--- config.mk ---
export PLATFORM = sky130hd
export DESIGN_NAME = relu_engine
export DESIGN_NICKNAME = d
export VERILOG_FILES = /design/src/rtl/relu_engine.sv
export SDC_FILE = /design/constraint.sdc
export NUM_CORES = 1
export LEC_CHECK = 0
export ABC_AREA = 1
export CELL_PAD_IN_SITES_DETAIL_PLACEMENT = 1
export CELL_PAD_IN_SITES_GLOBAL_PLACEMENT = 1
export CORE_MARGIN = 1
export CORE_UTILIZATION = 39
export CTS_CLUSTER_SIZE = 30
export DETAILED_ROUTE_END_ITERATION = 6
export PLACE_DENSITY_LB_ADDON = 0.1
export SETUP_SLACK_MARGIN = 0.5
export SYNTH_ARGS = -nofsm -noshare
export SYNTH_HDL_FRONTEND = slang
export SYNTH_SLANG_ARGS = --single-unit
--- constraint.sdc ---
create_clock -name clk -period 4.26 [get_ports clk]
set_input_delay 0.852 -clock clk [delete_from_list [all_inputs] [get_ports clk]]
set_output_delay 0.852 -clock clk [all_outputs]
set_load 0.02 [all_outputs]
--- src/rtl/relu_engine.sv ---
// Streaming ReLU engine: runs a job of n beats through a two-stage pipeline,
// counting negative inputs and flagging beats that arrive outside RUN while busy.
module relu_engine #(
  parameter int DATA_W = 16,
  parameter int CNT_W  = 10
) (
  input  logic              clk,
  input  logic              rst,
  input  logic              start,
  input  logic [CNT_W-1:0]  n,
  input  logic              DI_valid,
  input  logic [DATA_W-1:0] DI,
  output logic              DO_valid,
  output logic [DATA_W-1:0] DO,
  output logic              busy,
  output logic              done,
  output logic [CNT_W-1:0]  neg_cnt,
  output logic              overrun
);

  typedef enum logic [1:0] {
    S_IDLE  = 2'd0,
    S_RUN   = 2'd1,
    S_DRAIN = 2'd2,
    S_DONE  = 2'd3
  } state_t;

  localparam logic [CNT_W-1:0] CNT_ONE = CNT_W'(1);

  state_t              state_q, state_d;
  logic [CNT_W-1:0]    n_q, n_d;
  logic [CNT_W-1:0]    in_cnt_q, in_cnt_d;
  logic [CNT_W-1:0]    out_cnt_q, out_cnt_d;
  logic [CNT_W-1:0]    neg_q, neg_d;
  logic                ovr_q, ovr_d;
  logic                s1_vld_q, s1_vld_d;
  logic [DATA_W-1:0]   s1_dat_q, s1_dat_d;
  logic                do_vld_q, do_vld_d;
  logic [DATA_W-1:0]   do_q, do_d;
  logic                busy_q, busy_d;
  logic                done_q, done_d;
  logic                accept_s;

  // Next-state, counters and pipeline advance
  always_comb begin
    state_d   = state_q;
    n_d       = n_q;
    in_cnt_d  = in_cnt_q;
    out_cnt_d = out_cnt_q;
    neg_d     = neg_q;
    ovr_d     = ovr_q;
    accept_s  = (state_q == S_RUN) && DI_valid;

    s1_vld_d  = accept_s;
    s1_dat_d  = accept_s ? DI : '0;
    do_vld_d  = s1_vld_q;
    do_d      = (s1_vld_q && !s1_dat_q[DATA_W-1]) ? s1_dat_q : '0;
    if (s1_vld_q) begin
      out_cnt_d = out_cnt_q + CNT_ONE;
    end else begin
      out_cnt_d = out_cnt_q;
    end

    case (state_q)
      S_IDLE: begin
        if (start) begin
          n_d       = n;
          in_cnt_d  = '0;
          out_cnt_d = '0;
          neg_d     = '0;
          ovr_d     = 1'b0;
          state_d   = (n != '0) ? S_RUN : S_DONE;
        end else begin
          state_d   = S_IDLE;
        end
      end
      S_RUN: begin
        if (DI_valid) begin
          in_cnt_d = in_cnt_q + CNT_ONE;
          if (DI[DATA_W-1]) begin
            neg_d = neg_q + CNT_ONE;
          end else begin
            neg_d = neg_q;
          end
          if ((in_cnt_q + CNT_ONE) == n_q) begin
            state_d = S_DRAIN;
          end else begin
            state_d = S_RUN;
          end
        end else begin
          state_d = S_RUN;
        end
      end
      S_DRAIN: begin
        // out_cnt_q already includes the output currently on DO
        if (out_cnt_q == n_q) begin
          state_d = S_DONE;
        end else begin
          state_d = S_DRAIN;
        end
        if (DI_valid) begin
          ovr_d = 1'b1;
        end else begin
          ovr_d = ovr_q;
        end
      end
      S_DONE: begin
        state_d = S_IDLE;
        if (DI_valid) begin
          ovr_d = 1'b1;
        end else begin
          ovr_d = ovr_q;
        end
      end
      default: begin
        state_d = S_IDLE;
      end
    endcase

    busy_d = (state_d != S_IDLE);
    done_d = (state_d == S_DONE);
  end

  // State and output registers
  always_ff @(posedge clk) begin
    if (rst) begin
      state_q   <= S_IDLE;
      n_q       <= '0;
      in_cnt_q  <= '0;
      out_cnt_q <= '0;
      neg_q     <= '0;
      ovr_q     <= 1'b0;
      s1_vld_q  <= 1'b0;
      s1_dat_q  <= '0;
      do_vld_q  <= 1'b0;
      do_q      <= '0;
      busy_q    <= 1'b0;
      done_q    <= 1'b0;
    end else begin
      state_q   <= state_d;
      n_q       <= n_d;
      in_cnt_q  <= in_cnt_d;
      out_cnt_q <= out_cnt_d;
      neg_q     <= neg_d;
      ovr_q     <= ovr_d;
      s1_vld_q  <= s1_vld_d;
      s1_dat_q  <= s1_dat_d;
      do_vld_q  <= do_vld_d;
      do_q      <= do_d;
      busy_q    <= busy_d;
      done_q    <= done_d;
    end
  end

  assign DO_valid = do_vld_q;
  assign DO       = do_q;
  assign busy     = busy_q;
  assign done     = done_q;
  assign neg_cnt  = neg_q;
  assign overrun  = ovr_q;

endmodule

==> results.ini, run 1 <==
[cts]
cts_resized=0
hold_buffers=0
clock-sinks=79
path_clk_slew_ps=90
cts-root-buf=clkbuf_8
cts_inserted_buffers=9
post-cts-setup-buffers=0
worstSkewPairLatency_ps=350
clk_path_buf_depth=2
cts_tree=built
ctsHtreeMaxLevel=3

[detailed_routing]
drt_iter0_drc=69
drtAntennaViolNets=0
drt_wl_total_mm=8.53
drc=0
dr.pass1.iters=4
wire_per_inst_um=13.8
vias=2985
avgViaCountPerCell=4.84

[hold_path]
min_from=s1_dat_q[3]
worstHoldPathCells=2
min-delay-path-class=flop to flop
hold_end=DO[3]

[grt]
use_met1_pct=24.7
groute.usage.overall_pct=20.3
grt_overflow=0
top_usage_layer=met2
met3_usage_pct=3.96
grt_pass1_wl_mm=13.8
grt_pass1_vias=2963
met2_usage_pct=35.5
antenna_found_initial=0
grt_max_degree=20

[synth]
syn_area_per_cell_um2=7.41
synth-edff-count=0
synth.distinct_cells=37
syn_nets=476
ys_ff_latch=79
yosys_most_used_dff=dfxtp_1
ys_seq_area_share_pct=48.2
synth_cells=443
netlist_area_mm2=0.00328
postSynth.asyncResetShare_pct=0
synth_warnings=0

[timing]
finClkSkew_ps=7.96
drv_slew=0
min_period_ps=2770
fin_setup_tns_ps=0
tightest_slew_ps=642
fmax_mhz=362
min_period_over_period_pct=64.9
grt_setup_unrepaired=no
setup_viol=0
relSlewSlack_pct=57.1
final-hold-violation-count=0

[critical_path]
worstSetupPathType=input port to flop
cp-startpoint=rst
critPathLaunchType=input port
cp_max_fo=18
critical_path_required_ps=4520
cp.arrival_ps=3020
r2r-end=done
r2r_start=state_q[1]
reg2reg_slack_ps=2070
end_kind=flop
reg2regPathDepth=9

[power_and_ir_drop]
p_sw_share_pct=27.3
pwr-share-seq_pct=51.1
power.leakage_uw=0.00171
combPwrFrac_pct=9.6
switching_power_uw=415
powerDensity_mw_per_mm2=362
pwr-share-clk_pct=39.3
p_int_uw=1100
irDropWorstVdd_mv=0.175

[layout]
fillers=1023
utilization_pct=51.3
drive_gt1_share_pct=8.20
fin_area_mm2=0.00419
nets=540
syn_to_final_growth_pct=27.8
num_antenna_cells=0

[die]
io_pins=60
die_x_um=93.7
start_util_pct=40.1
die_y_um=93.7
coreArea_mm2=0.00818
dieArea_mm2=0.00878
rows=33

[job]
maxCapViolCount=0

[placement]
place_area_mm2=0.00398
hpwlAfterDp_mm=6.49
port-buffer-count=59
gp_congestion=0.800

[outcome]
outcome=completed

per-layer routing:
layer | vias to the layer above | wire, µm
met5 | - | 0
met3 | 14 | 275
met2 | 52 | 4250
li1 | 1502 | -
met4 | 0 | 155
met1 | 1417 | 3850
cell usage in the layout, fill, tap and decap left out, types with 2 or more instances in the layout:
| cell | Yosys | final |
|---|---|---|
| dfxtp_1 | 79 | 79 |
| nand2_1 | 78 | 78 |
| inv_1 | 74 | 74 |
| nor2_1 | 70 | 70 |
| clkdlybuf4s50_1 | 0 | 59 |
| a21oi_1 | 26 | 26 |
| nand3_1 | 25 | 25 |
| o21ai_0 | 19 | 19 |
| clkbuf_8 | 0 | 9 |
| xor2_1 | 8 | 8 |
| nor2_2 | 7 | 7 |
| nand4_1 | 7 | 7 |
| nand2_2 | 7 | 7 |
| nor3_1 | 5 | 5 |
| or2_2 | 3 | 3 |
| ha_1 | 3 | 3 |
| inv_2 | 2 | 2 |
| nand3b_1 | 2 | 2 |
| o22ai_1 | 2 | 2 |
| a211oi_1 | 2 | 2 |
| nor2_4 | 2 | 2 |
| inv_6 | 0 | 2 |
| inv_8 | 0 | 2 |
cell type report:
cell class / count / area, µm² / area share (%)
Clock inverter: 7 / 86.3 / 2.06
Tap cell: 105 / 131 / 3.13
Multi-Input combinational cell: 281 / 1390 / 33.0
Inverter: 76 / 285 / 6.81
Clock buffer: 9 / 124 / 2.96
Timing Repair Buffer: 60 / 598 / 14.3
Sequential cell: 79 / 1580 / 37.7
cells in the mapped netlist, types with 2 or more instances:
master,number,area [µm²]
dfxtp_1,79,1580
nand2_1,78,293
inv_1,74,278
nor2_1,70,263
a21oi_1,26,130
nand3_1,25,125
o21ai_0,19,95.1
xor2_1,8,70.1
nand2_2,7,43.8
nand4_1,7,43.8
nor2_2,7,43.8
clkbuf_1,5,18.8
nor3_1,5,25.0
ha_1,3,37.5
or2_2,3,18.8
a211oi_1,2,15.0
inv_2,2,7.51
nand3b_1,2,15.0
nor2_4,2,22.5
o22ai_1,2,12.5
worst max path at each step:
stage                 end  cells after the start  slack, ps
2_1_floorplan  neg_cnt[9]                      9       2420
3_3_place_gp         busy                      8       1140
3_5_place_dp         busy                      8       1080
4_1_cts              busy                      8       1460
5_1_grt              busy                      8       1230
6_report             busy                      8       1490
power groups by stage:
stage	Clock (µW)	Combinational, µW	Sequential (µW)
after floorplan	0	83.3	789
after global placement	0	142	791
after detailed placement	0	146	792
after CTS	612	147	775
after global routing	642	163	778
final	596	145	775
critical path, cell delays in order:
cell	delay, ps
clkdlybuf4s50_1	820
inv_1	340
nand2_1	580
inv_1	120
nand4_1	130
nand2_2	70
inv_1	60
nand2_2	40
sequential cells by signal (all words and copies together) (netlist names):
signal	count
DO	16
DO_valid	1
busy	1
do_vld_d	1
done	1
in_cnt_q	10
n_q	10
neg_cnt	10
out_cnt_q	10
overrun	1
s1_dat_q	16
state_q	2
stage by stage:
stage / hold WS [ps] / std cells / total power, µW / setup slack [ps]
global placement: 395 / 601 / 934 / 1140
floorplan: 394 / 443 / 872 / 2420
detailed placement: 405 / 601 / 938 / 1080
finish: 416 / 617 / 1520 / 1490
CTS: 418 / 617 / 1530 / 1460
global route: 435 / 617 / 1580 / 1230
kinds of logic (layout without fill, tap and decap cells):
| kind of cell | after synthesis | count (layout) | share of synthesized area, % |
|---|---|---|---|
| other cells | 1 | 1 | 0.114 |
| compound gates | 58 | 58 | 9.88 |
| buf+inv | 83 | 152 | 9.57 |
| fa+ha+maj | 3 | 3 | 1.14 |
| xor+xnor | 9 | 9 | 2.40 |
| flops | 79 | 79 | 48.2 |
| simple gates | 210 | 210 | 28.7 |
No activity file was read; power rests on OpenSTA's default activity.
==> run 2: changes to the inputs <==
- CORE_UTILIZATION: 39 -> 37
- clock period: 4.26 -> 2.62 ns (I/O delays scaled with it)
==> run 2 against run 1 <==
  * Combinational power is 69% higher
  * Highest routed layer unchanged
  * Clock skew is 1.1 ps higher
  * Clock power increased by 40%
  * Sequential share of layout area shrank 0.094 points
  * Setup slack lost 830 ps
  * Final area is 0.33% higher
==> results.ini, run 2 (synthesized netlist as in run 1, its figures left out) <==
[outcome]
outcome=completed

[detailed_routing]
drt_wl_total_mm=8.58
wire_per_inst_um=13.8
drc=0
drtAntennaViolNets=0
vias=2971
avgViaCountPerCell=4.78
dr.pass1.iters=4
drt_iter0_drc=43

[critical_path]
cp_max_fo=7
r2r_start=in_cnt_q[0]
cp.depth=1
max_stage_delay_ps=650
critical_path_required_ps=2100
worstSetupPathType=flop to primary output
cp.arrival_ps=1430
r2r-end=busy
reg2regPathDepth=14
cp-startpoint=neg_cnt[6]
critPathLaunchType=flop
crit_end=neg_cnt[6]
crit_chain=clkdlybuf4s50_1
cp_top_family=buffers and inverters
reg2reg_slack_ps=710
critPathSlowestCell=clkdlybuf4s50_1
end_kind=primary output
cp_num_buf_inv=1

[timing]
tightest_slew_ps=517
min_period_over_period_pct=74.7
timing.final.ws_setup_ps=664
grt_setup_unrepaired=no
min_period_ps=1960
drv_slew=0
setup_viol=0
relSlewSlack_pct=65.5
fin_setup_tns_ps=0
final-hold-violation-count=0
finClkSkew_ps=9.03
fmax_mhz=511

[placement]
port-buffer-count=59
pre_cts_slack_ps=369
hpwlAfterDp_mm=6.59
gp_congestion=0.777

[cts]
cts_inserted_buffers=9
clock-sinks=79
clk_path_buf_depth=2
path_clk_slew_ps=90
ctsHtreeMaxLevel=3
cts-root-buf=clkbuf_8
worstSkewPairLatency_ps=350
cts_tree=built

[grt]
grt_pass1_wl_mm=13.8
grt_max_degree=17
antenna_found_initial=0
grt_overflow=0
groute.usage.overall_pct=19.9
grt_pass1_vias=2982

[die]
die_y_um=96.2
coreArea_mm2=0.00838
dieArea_mm2=0.00925
start_util_pct=39.1
rows=33
io_pins=60
die_x_um=96.2

[layout]
num_antenna_cells=0
syn_to_final_growth_pct=28.2
fillers=1072
nets=545
drive_gt1_share_pct=9.48
layout_common_cells=dfxtp_1 (78), nand2_1 (78), inv_1 (74), nor2_1 (70), clkdlybuf4s50_1 (59)

[hold_path]
min-delay-path-class=flop to flop
min_from=s1_dat_q[7]

[power_and_ir_drop]
powerDensity_mw_per_mm2=556
irDropWorstVdd_mv=0.330
power.leakage_uw=0.00172

[job]
maxCapViolCount=0

-- run 2: cell count changes in the layout (fill, tap and decap cells not counted) --
cell	previous run	this run
bufinv_16	1	0
buf_4	1	6
dfxtp_1	79	78
o21bai_2	0	1
clkinv_4	1	2
dfxtp_2	0	1
clkinvlp_4	1	3
inv_8	2	0
o21bai_1	1	0
-- run 2: metrics by stage --
step,util (%),hold WS [ps],instances,instance area [µm²],power [µW]
detailed placement,47.9,405,606,4020,1530
CTS,50.1,415,622,4200,2380
finish,50.2,413,622,4210,2340
global route,50.2,425,622,4210,2450
global placement,47.9,395,606,4020,1530
floorplan,-,394,443,3280,1420
-- run 2: worst min path at each step --
| stage | slack, ps | end | depth (start not counted) |
|---|---|---|---|
| after floorplan | 390 | DO[0] | 2 |
| after global placement | 400 | DO[5] | 2 |
| after detailed placement | 400 | DO[7] | 2 |
| after CTS | 410 | DO[6] | 2 |
| after global routing | 430 | DO[11] | 2 |
| final | 410 | DO[7] | 2 |
-- run 2: per-layer routing --
metal,up-vias,wire length (µm),track usage [%]
met5,-,0,0
met4,0,110,5.72
met3,13,293,4.66
met1,1393,3980,23.7
li1,1519,-,-
met2,46,4200,35.2
-- run 2: cell type report --
class                      instances  area [µm²]  share of cell area, %
clock buffer                       9         124                   2.95
clock inverter                     7        57.6                   1.37
inverter                          76         285                   6.78
multi-input combinational        281        1390                   33.0
sequential                        79        1580                   37.6
tap                              105         131                   3.12
timing repair buffer              65         636                   15.1
-- run 2: what timing repair did --
action	4_1_cts	5_1_grt
setup buffers	0	0
resized for setup	0	2
hold buffers	0	0
endpoints found under the setup margin	0	3
-- run 2: report_power, final --
| group | switching, µW | internal, µW |
|---|---|---|
| registers | 27.8 | 1230 |
| clock network | 481 | 353 |
| logic | 139 | 105 |
| total | 648 | 1690 |
==> run 3: changes to the inputs <==
- CORE_UTILIZATION: 37 -> 34
- clock period: 2.62 -> 1.6 ns (I/O delays scaled with it)
==> run 3 against run 2 <==
  * The flow now finishes with violations (negative setup slack)
  * Critical endpoint is now busy
  * Clock-buffer cell count unchanged
  * Die area grew 8.6%
  * Clock power increased by 89%
  * Register-to-register slack got worse by 850 ps
  * Critical path type is now flop to flop
  * Worst hold slack worse by 4.5 ps
  * Sequential share of layout area down 8.0 points
  * Final area rose by 33%
  * Final cell count increased by 15%
==> results.ini, run 3 (synthesized netlist as in run 1, its figures left out) <==
[cts]
cts_inserted_buffers=9
cts-root-buf=clkbuf_8
hold_buffers=0
ctsHtreeMaxLevel=3
cts_tree=built
worstSkewPairLatency_ps=360
clk_path_buf_depth=2
clock-sinks=79
path_clk_slew_ps=100

[grt]
groute.usage.overall_pct=20.4
antenna_found_initial=0
grt_max_degree=18
grt_pass1_vias=3313
grt_overflow=0
grt_pass1_wl_mm=16.0

[timing]
timing.final.ws_setup_ps=-142
setup_viol=14
fmax_mhz=574
finClkSkew_ps=14.1
drv_slew=0
grt_setup_unrepaired=yes
min_period_ps=1740
final-hold-violation-count=0
min_period_over_period_pct=109

[layout]
syn_to_final_growth_pct=71.0
regArea_mm2=0.00166
num_antenna_cells=0
multi_input_area_mm2=0.00189
fillers=1083
utilization_pct=60.4
nets=612
layout_commonest_cell=inv_1
drive_gt1_share_pct=47.8
layout_common_cells=inv_1 (64), nand2_1 (63), buf_6 (50), nor2_1 (44), buf_4 (41)

[detailed_routing]
drt_iter0_drc=128
drt_wl_total_mm=12.2
drtAntennaViolNets=0
vias=3387
dr.pass1.iters=4
avgViaCountPerCell=4.75
drc=0
wire_per_inst_um=17.2

[outcome]
outcome=complete, but fails checks
violations=negative setup slack

[critical_path]
cp.arrival_ps=2010
critPathLaunchType=flop
critical_path_required_ps=1870
worstSetupPathType=flop to flop
end_kind=flop
cp_max_fo=5

[power_and_ir_drop]
powerDensity_mw_per_mm2=788
irDropWorstVdd_mv=0.470
power.leakage_uw=0.00235

[die]
dieArea_mm2=0.0100
die_x_um=100
io_pins=60
start_util_pct=35.3
rows=35
coreArea_mm2=0.00928
die_y_um=100

[job]
maxCapViolCount=0

[hold_path]
min-delay-path-class=flop to flop

[placement]
hpwlAfterDp_mm=6.89
port-buffer-count=59
gp_congestion=0.793
pre_cts_slack_ps=-241

[run 3: timing repair]
action,in CTS,in global routing
pin swaps,7,21
endpoints found under the setup margin,102,94
hold endpoints to repair,0,0
buffers inserted,18,18
cloned,0,3
gates resized for setup,276,119
[run 3: per-layer routing]
| metal | up-vias | GRT usage (%) | routed length (µm) |
|---|---|---|---|
| li1 | 1659 | - | - |
| met3 | 20 | 3.62 | 249 |
| met1 | 1656 | 24.4 | 5000 |
| met2 | 52 | 36.1 | 6650 |
| met4 | 0 | 8.14 | 339 |
| met5 | - | 0 | 0 |
[run 3: per-stage QoR]
step,instance area (µm²),hold WS (ps),TNS [ps],power (µW),instances
2_1_floorplan,3390,394,0,2350,443
5_1_grt,5610,429,-1810,4580,713
4_1_cts,4960,412,-308,4210,692
3_5_place_dp,4370,405,-4370,2590,658
3_3_place_gp,4370,395,-3700,2580,658
6_report,5610,408,-676,4420,713
[run 3: path summary, 6_finish.rpt]
| check | from | end | slack [ps] | cells past startpoint |
|---|---|---|---|---|
| setup / recovery | in_cnt_q[0] | busy | -140 | 14 |
| hold / removal | s1_dat_q[4] | DO[4] | 410 | 2 |
| setup reg to reg | in_cnt_q[0] | busy | -140 | 14 |
| hold reg to reg | s1_dat_q[4] | DO[4] | 410 | 2 |
[run 3: critical path, cell delays in order (launching register included)]
cell and delay [ps]:
dfxtp_4 380, ha_4 280, inv_2 30, nand2_1 40, nand2_1 40, nor2_1 100, nand3_1 70, nor2_1 90
nand3_1 90, nor2_2 140, nand3_1 110, nand2_1 90, nand2_2 60, nand2_2 100, nand2_2 40
[run 3: report_power, final]
part | leakage (µW) | internal (µW) | switching, µW | total, µW
Sequential | 0.000664 | 2000 | 54.9 | 2060
Combinational | 0.00158 | 385 | 398 | 783
Clock | 0.000106 | 745 | 833 | 1580
[run 3: final cells by class]
| type | count | share of cell area (%) |
|---|---|---|
| Clock buffer | 9 | 2.21 |
| Clock inverter | 7 | 1.40 |
| Inverter | 76 | 5.35 |
| Multi-Input combinational cell | 281 | 33.6 |
| Sequential cell | 79 | 29.6 |
| Tap cell | 129 | 2.88 |
| Timing Repair Buffer | 132 | 24.9 |
